## src/rtl/irq_ctrl.sv

```systemverilog
// rtl/irq_ctrl.sv - 32-source level/edge interrupt controller with register slave port
module irq_ctrl #(
    parameter int unsigned SYNC_STAGES = 2,
    parameter logic [31:0] EDGE_RESET  = 32'h0
) (
    input  logic        clk_i,
    input  logic        rst_ni,
    input  logic [31:0] src_i,
    input  logic        req_i,
    input  logic        we_i,
    input  logic [3:0]  be_i,
    input  logic [31:0] addr_i,
    input  logic [31:0] wdata_i,
    output logic        gnt_o,
    output logic        rvalid_o,
    output logic [31:0] rdata_o,
    output logic [31:0] irq_o,
    input  logic        irq_ack_i,
    input  logic [4:0]  irq_id_i
);

    localparam logic [2:0] REG_PENDING = 3'd0;
    localparam logic [2:0] REG_ENABLE  = 3'd1;
    localparam logic [2:0] REG_EDGE    = 3'd2;
    localparam logic [2:0] REG_SET     = 3'd3;
    localparam logic [2:0] REG_RAW     = 3'd4;

    logic [31:0] sync_q [SYNC_STAGES];
    logic [31:0] sync;
    logic [31:0] prev_q;
    logic [31:0] rise;
    logic [31:0] pend_q;
    logic [31:0] enable_q;
    logic [31:0] edge_q;
    logic [31:0] pending;
    logic [31:0] wmask;
    logic [31:0] w1c_bits;
    logic [31:0] set_bits;
    logic [31:0] ack_bits;
    logic [31:0] read_val;
    logic [2:0]  reg_sel;
    logic        wr_en;
    logic        rd_en;
    logic        rvalid_q;
    logic [31:0] rdata_q;
    logic        unused_addr;

    assign gnt_o       = 1'b1;
    assign reg_sel     = addr_i[4:2];
    assign unused_addr = ^{addr_i[31:5], addr_i[1:0]};
    assign wr_en       = req_i & we_i;
    assign rd_en       = req_i & ~we_i;
    assign wmask       = {{8{be_i[3]}}, {8{be_i[2]}}, {8{be_i[1]}}, {8{be_i[0]}}};

    assign sync    = sync_q[SYNC_STAGES-1];
    assign rise    = sync & ~prev_q;
    assign pending = (edge_q & pend_q) | (~edge_q & sync);
    assign irq_o   = pending & enable_q;

    // Source synchroniser chain plus one-cycle history for edge detection
    always_ff @(posedge clk_i or negedge rst_ni) begin
        if (!rst_ni) begin
            for (int i = 0; i < SYNC_STAGES; i++) sync_q[i] <= '0;
            prev_q <= '0;
        end else begin
            sync_q[0] <= src_i;
            for (int i = 1; i < SYNC_STAGES; i++) sync_q[i] <= sync_q[i-1];
            prev_q <= sync;
        end
    end

    // Decode write side effects on pend_q; clears only touch edge-mode bits
    always_comb begin
        w1c_bits = '0;
        set_bits = '0;
        ack_bits = '0;
        if (wr_en && reg_sel == REG_PENDING) w1c_bits = wdata_i & wmask & edge_q;
        if (wr_en && reg_sel == REG_SET)     set_bits = wdata_i & wmask;
        if (irq_ack_i)                       ack_bits = (32'h1 << irq_id_i) & edge_q;
    end

    // Pending latch: any set source wins over a same-cycle clear
    always_ff @(posedge clk_i or negedge rst_ni) begin
        if (!rst_ni) begin
            pend_q <= '0;
        end else begin
            pend_q <= (pend_q & ~(w1c_bits | ack_bits)) | (rise & edge_q) | set_bits;
        end
    end

    // ENABLE and EDGE configuration registers with per-byte writes
    always_ff @(posedge clk_i or negedge rst_ni) begin
        if (!rst_ni) begin
            enable_q <= '0;
            edge_q   <= EDGE_RESET;
        end else begin
            if (wr_en && reg_sel == REG_ENABLE) enable_q <= (enable_q & ~wmask) | (wdata_i & wmask);
            if (wr_en && reg_sel == REG_EDGE)   edge_q   <= (edge_q & ~wmask) | (wdata_i & wmask);
        end
    end

    // Read mux sampled at the handshake edge
    always_comb begin
        read_val = '0;
        case (reg_sel)
            REG_PENDING: read_val = pending;
            REG_ENABLE:  read_val = enable_q;
            REG_EDGE:    read_val = edge_q;
            REG_RAW:     read_val = sync;
            default:     read_val = '0;
        endcase
    end

    // One-cycle response for every accepted request; writes return zero data
    always_ff @(posedge clk_i or negedge rst_ni) begin
        if (!rst_ni) begin
            rvalid_q <= 1'b0;
            rdata_q  <= '0;
        end else begin
            rvalid_q <= req_i;
            rdata_q  <= rd_en ? read_val : 32'h0;
        end
    end

    assign rvalid_o = rvalid_q;
    assign rdata_o  = rdata_q;

endmodule

```

## config.mk

```make
export PLATFORM = sky130hd
export DESIGN_NAME = irq_ctrl
export DESIGN_NICKNAME = d
export VERILOG_FILES = /design/src/rtl/irq_ctrl.sv
export SDC_FILE = /design/constraint.sdc
export NUM_CORES = 1
export LEC_CHECK = 0
export ABC_AREA = 1
export CORE_UTILIZATION = 54
export CTS_CLUSTER_DIAMETER = 120
export DETAILED_ROUTE_END_ITERATION = 8
export PLACE_DENSITY = 0.81
export SLEW_MARGIN = 20
export SYNTH_ARGS = -nofsm -noshare
export SYNTH_HDL_FRONTEND = slang
export SYNTH_SLANG_ARGS = --single-unit
```

## constraint.sdc

```tcl
create_clock -name clk_i -period 1.1 [get_ports clk_i]
set_input_delay 0.22 -clock clk_i [delete_from_list [all_inputs] [get_ports clk_i]]
set_output_delay 0.22 -clock clk_i [all_outputs]
set_load 0.1 [all_outputs]
```

# [Yosys cells after proc, flatten, opt, wreduce, memory -nomap -nowiden]
# Cells that the tools add are included.
# Widths: inputs -> output; s select.
[classes] n_eq_ne=4 shift=1 n_mux=5 bitwise=24 reduce_logical=5
[op_table] op="$and 32x32->32" n=11
[op_table] op="$or 32x32->32" n=6
[op_table] op="$mux 32" n=4
[op_table] op="$not 32->32" n=4
[op_table] op="$pmux 32 s4" n=1
[op_table] op="$shl 1x5->32 const A" n=1
[op_table] op="$eq 3x2->1 const B" n=2
[op_table] op="$logic_and 1x1->1" n=4
[op_table] op="$eq 3x1->1 const B" n=1
[op_table] op="$eq 3x3->1 const B" n=1
[op_table] op="$logic_not 3->1" n=1
[op_table] op="$and 1x1->1" n=2
[op_table] op="$not 1->1" n=1
[word_totals] reg_bits=225 in_bits=110 output_inout_bits=66 elab_cells=47

# [Depth between registers and ports, before layout]
# Gate-level depths: netlist of run 1.
[depth] ltp_word=8 mapped_depth=9 depth_no_buf=8

# [Least setup slack after synthesis of run 1]
# No wires, ideal clock.
[synth_timing] path_kind="register to output" startpoint="reg with a tool-made name" endpoint="out irq_o[30]" arrival_time_ns=1.983 required_time_ns=0.880 path_slack_ns=-1.103 path_stages_with_launch=4 path_buffers=0 path_cell_list="dfrtp_1 inv_1 nand2_1 a21oi_1"
[synth_rtl] element="end: declaration" line_no="17" source="output logic [31:0] irq_o,"

==> impl_metrics.ini, run 1 <==
[final_layout]
drive_above_1_share_pct = 39.6
syn_to_final_growth_pct = 56.5
utilization_pct = 86.7
final_nets = 1699

[clock_tree]
clock_path_buffers = 3
cts.sinks = 225
path_clk_slew_ns = 0.07
cts_buffers = 24
ctsHtreeMaxLevel = 1
cts_tree = yes
cts-root-buf = clkbuf_16
insertion_delay_ns = 0.53

[synth]
ys_warn_count = 0
synth_top_area_share_pct = 54.0
synth_top_cells_by_area = dfrtp_1 (54%), nand2_1 (13%), inv_1 (7.1%)
synth_area_sq_um = 10400
ys_seq_elements = 225
syn_inst = 1240
syn_nets = 1350
syn_avg_cell_area_sq_um = 8.41
ys_seq_area_share_pct = 54.0
synthDistinctLibCells = 25
yosysTopAreaCell = dfrtp_1

[power]
p_comb_share_pct = 31.6
p_leak_uw = 0.00762
power_switching_uw = 9110
seqPwrFrac_pct = 37.3
ir_worst_vdd_v = 0.00143
clkPwrFrac_pct = 31.1
switching_share_pct = 34.7
p_int_uw = 17200
power_density_nw_per_um2 = 1610

[worst_setup_path]
end_kind = primary output
rrSetupSlack_ns = -0.16
max_stage_delay_ns = 0.43
r2r-end = pend_q[29]
worstPathMaxFanout = 4
setup.worst_path.class = reg -> out
worstPathCellList = o21ai_2 > inv_2 > nor2_4 > buf_12
cp_slowest_cell = dfrtp_1
r2r_start = sync[29]
r2r_cells = 8
cp-endpoint = irq_o[31]
critPathLaunchType = flip-flop
cp.required_ns = 0.88
cp.arrival_ns = 1.60

[detailed_routing]
wl_per_cell_um = 21.5
met2_length_mm = 19.0
wl_met1_mm = 13.3
drt_first_pass_iters = 9
drt_iter0_markers = 1203
drt-total-wl_mm = 40.2
drc = 1
avgViaCountPerCell = 5.84
via_count = 10900
highest_layer = met4
dr_wl_met3_mm = 4.53
drtAntennaViolNets = 0

[global_route]
grt_max_degree = 41
track_usage_pct = 35.8
grt_pass1_vias = 10700
grt_pass1_wl_mm = 54.2
antenna_found_initial = 0
grt_overflow = 0

[run]
drv_cap = 0

[die]
io_pins = 176
die_x_um = 141
die_h_um = 141
core_area_sq_um = 18800
initial_utilization_pct = 55.4
rows = 50
die_area_sq_um = 19900

[placed_design]
portBuffers = 145
gp_congestion = 0.869
place.detailed.hpwl_mm = 19.5

[run_status]
violations = design-rule violations, negative setup slack
status = finished, violations left

[sta]
setup_viol = 96
min_period_ns = 1.82
holdWs_ns = 0.109
final.setup.tns_ns = -28.56
worst_slack_ns = -0.724
finalHoldViolations = 0
fin_skew_ns = 0.0156
clock.fmax_ghz = 0.548
finalCritPeriodShare_pct = 166
maxSlewViolCount = 0
rsz0062_at_grt = true

[hold_path]
holdCritPathClass = in -> reg
==> per-stage QoR <==
step / setup slack [ns] / area [sq um] / power [uW] / cells
floorplan: -0.249 / 10700 / 13600 / 1240
global placement: -0.954 / 14100 / 16300 / 1733
detailed placement: -1.09 / 14100 / 16500 / 1733
CTS: -0.618 / 15700 / 25200 / 1842
global route: -0.716 / 16300 / 27000 / 1867
finish: -0.724 / 16300 / 26300 / 1869
==> worst min-delay path by stage <==
stage	start	to	slack, ns	cells past startpoint
after floorplan	rst_ni	asynchronous set/reset pin	-0.08	0
after global placement	rst_ni	sync_q[57]	0.09	1
after detailed placement	rst_ni	sync_q[57]	0.09	1
after CTS	src_i[28]	sync_q[60]	0.13	1
after global routing	src_i[27]	sync_q[59]	0.13	1
final	irq_ack_i	pend_q[31]	0.11	4
==> critical path: cells and delay by family (launching register included) <==
family,cells,cell delay (ns)
compound gates,1,0.24
buf+inv,2,0.27
flops,1,0.43
simple gates,1,0.13
==> area by class of cell <==
| cell class | count | area [sq um] |
|---|---|---|
| Antenna cell | 2 | 5.00 |
| Sequential cell | 225 | 5680 |
| Tap cell | 260 | 325 |
| Inverter | 201 | 762 |
| Fill cell | 785 | 2510 |
| Multi-Input combinational cell | 778 | 4480 |
| Timing Repair Buffer | 359 | 4290 |
| Clock buffer | 37 | 721 |
| Clock inverter | 7 | 60.1 |
==> repair_timing <==
item	4_1_cts	5_1_grt
gates cloned	8	4
pin swaps	45	75
setup buffers	57	33
setup endpoints to repair	193	165
endpoints found under the hold margin	225	0
hold buffers	1	0
gates resized for setup	120	133
==> cells in the mapped netlist <==
master    instances
buf_4             4
nand2_2           2
a21oi_1           1
nand2_1         360
nor2_2            1
inv_1           197
o21ai_1          36
nor2_4            2
nand4_1          10
nor2_8            3
o21ai_2          64
o21ai_0          91
nand3_4           2
inv_4             1
nand3_1          19
clkbuf_1          5
nand3_2           1
nand3b_1         31
buf_6            17
nor2_1          138
conb_1            1
inv_2             3
dfrtp_1         225
nand2_4          10
buf_2            16
==> layout by cell type, fill, tap and decap left out, types with 3 or more instances in the layout <==
master / instances
clkdlybuf4s50_1: 69
nand2_1: 324
nand2_2: 31
o21ai_2: 105
clkbuf_8: 5
nand3_1: 19
dfrtp_2: 40
buf_6: 23
clkinv_2: 6
nand2_8: 9
buf_12: 95
dlygate4sd2_1: 5
nand4_1: 10
nor2_2: 7
nor2_1: 100
o21ai_0: 36
inv_1: 135
inv_2: 65
nand3b_1: 31
nand2_4: 13
o21ai_1: 45
buf_4: 154
nand3_4: 3
o21ai_4: 5
nor2_8: 3
clkbuf_16: 27
clkbuf_1: 7
nor2_4: 35
dfrtp_1: 185
==> power groups by stage <==
stage / Sequential, uW / Combinational, uW / Clock [uW]
floorplan: 10000 / 3620 / 0
global placement: 9740 / 6520 / 0
detailed placement: 9770 / 6700 / 0
CTS: 9660 / 7490 / 8060
global route: 9860 / 8670 / 8460
finish: 9810 / 8300 / 8170
==> layer usage <==
layer	vias to the layer above	track usage [%]
met1	5150	42.5
met3	328	7.07
met5	-	0
met4	0	19.6
met2	909	61.4
li1	4524	-
==> logic make-up (layout without fill, tap and decap cells) <==
logic type	count (synthesis)	after routing	synth area share, %
simple gates	579	585	24.1
buf+inv	243	604	10.3
flops	225	225	54.0
other cells	1	3	0.0359
compound gates	192	192	11.5
(Power assumes the default switching activity.)
==> inputs of run 2 (changes only) <==
--- a/config.mk
+++ b/config.mk
@@ -9,7 +9,9 @@
 export CORE_UTILIZATION = 54
 export CTS_CLUSTER_DIAMETER = 120
 export DETAILED_ROUTE_END_ITERATION = 8
+export GPL_TIMING_DRIVEN = 0
 export PLACE_DENSITY = 0.81
+export SETUP_SLACK_MARGIN = 0.15
 export SLEW_MARGIN = 20
 export SYNTH_ARGS = -nofsm -noshare
 export SYNTH_HDL_FRONTEND = slang
==> impl_metrics.ini, run 2 (synthesis results as in run 1) <==
[hold_path]
holdCritPathClass = in -> reg
hold_start = src_i[0]

[worst_setup_path]
cp.required_ns = 0.88
setup.worst_path.class = reg -> out
cp_slowest_cell = dfrtp_1
crit_start = sync[28]
worstPathCellList = inv_2 > o21ai_2 > inv_2 > nor2_4 > buf_12
critPathLaunchType = flip-flop
cp_common_cell = inv_2
cp.arrival_ns = 1.57
end_kind = primary output
max_stage_delay_ns = 0.42
worstPathMaxFanout = 2

[die]
rows = 50
io_pins = 176
core_area_sq_um = 18800
die_h_um = 141
die_area_sq_um = 19900
die_x_um = 141
initial_utilization_pct = 55.4

[final_layout]
utilization_pct = 82.5
drive_above_1_share_pct = 40.6
final_cell_mix = nand2_1 (307), dfrtp_1 (168), inv_1 (132)
final_nets = 1643
syn_to_final_growth_pct = 48.9
fillers = 996
final_common_cell = nand2_1

[sta]
rsz0062_at_grt = true
final.setup.tns_ns = -27.24
clock.fmax_ghz = 0.560
finalCritPeriodShare_pct = 162
maxSlewViolCount = 0
worst_slack_ns = -0.685
fin_skew_ns = 0.0177
finalHoldViolations = 0
setup_viol = 81
min_period_ns = 1.79
holdWs_ns = 0.136

[detailed_routing]
met2_length_mm = 16.5
wl_met1_mm = 12.4
drt_iter0_markers = 890
highest_layer = met4
drt_first_pass_iters = 7
drt-total-wl_mm = 32.8
drtAntennaViolNets = 0
dr_wl_met3_mm = 2.63
via_count = 9798
wl_per_cell_um = 18.1
drc = 0
avgViaCountPerCell = 5.40

[clock_tree]
clock_path_buffers = 3
cts_tree = yes
cts.sinks = 225
cts-root-buf = clkbuf_16
ctsHtreeMaxLevel = 1
insertion_delay_ns = 0.52
cts_buffers = 25
path_clk_slew_ns = 0.06

[global_route]
grt_overflow = 0
grt_pass1_vias = 9604
grt_pass1_wl_mm = 47.7
grt_max_degree = 103
track_usage_pct = 30.7
antenna_found_initial = 1

[placed_design]
place.detailed.hpwl_mm = 17.9
portBuffers = 141
gp_congestion = 0.889

[power]
power_density_nw_per_um2 = 1660
power.total_uw = 25800
ir_worst_vdd_v = 0.00132
p_leak_uw = 0.00724

[run_status]
violations = negative setup slack
status = finished, violations left

[run]
drv_cap = 0
==> run 2: cell count changes in the layout (fill, tap and decap cells not counted), sizes merged <==
cell / delta
buf: -47
clkbuf: +9
clkdlybuf4s50: -5
nand2: -5
bufbuf: -2
dlygate4sd2: -2
bufinv: -1
clkdlybuf4s15: -1
clkinv: -1
dlygate4sd3: +1
dlymetal6s2s: -1
inv: +1
nor2: -1
==> run 2: worst max-delay path, delay by kind of cell, from the launching register on <==
family | cells | cell delay (ns)
DFF | 1 | 0.42
and+or+nand+nor | 1 | 0.13
AOI/OAI and AO/OA | 1 | 0.18
buffers and inverters | 3 | 0.33
==> run 2: metal layers <==
layer / vias up / track usage (%)
met5: - / 0
met4: 0 / 12.7
met3: 128 / 5.47
met2: 500 / 52.1
met1: 4764 / 39.0
li1: 4406 / -
==> run 2: timing repair <==
action | CTS | global route
gates resized for setup | 721 | 165
hold buffers | 2 | 0
hold endpoints to repair | 226 | 0
setup endpoints to repair | 193 | 383
pin swaps | 70 | 72
setup buffers | 85 | 35
gates cloned | 0 | 3
==> run 2: layout make-up <==
class                   count  area [sq um]  share of cell area (%)
flip-flops and latches    225          5700                    36.7
multi-input cells         772          4420                    28.4
clock inverters             6          33.8                   0.217
plain buffers              42           434                    2.79
inverters                 201           786                    5.06
repair buffers            266          3060                    19.7
clock buffers              40           772                    4.97
well taps                 260           325                    2.09
diodes                      2          5.00                  0.0322
==> run 2: metrics by stage <==
step                      setup slack [ns]  instances  area, sq um
after CTS                           -0.649       1776        14800
after global routing                -0.715       1812        15500
final                               -0.685       1814        15500
after global placement              -10.36       1641        12600
after detailed placement             -1.11       1643        12600
after floorplan                     -0.249       1240        10800
==> run 2: report_power, final <==
group          leakage [uW]  switching [uW]  internal, uW
logic               0.00422            4660          3150
registers           0.00261             741          9130
clock network      0.000404            3340          4790
==> run 2: final timing paths <==
| kind | depth (start not counted) | end | slack, ns |
|---|---|---|---|
| setup / recovery | 5 | irq_o[28] | -0.69 |
| hold / removal | 1 | sync_q[32] | 0.14 |
| max in group asynchronous | 3 | asynchronous set/reset pin | 0.33 |
| hold reg to reg | 0 | sync[16] | 0.34 |
| setup reg to reg | 8 | rdata_o[7] | -0.13 |
| min in group asynchronous | 2 | sync[26] | 0.17 |
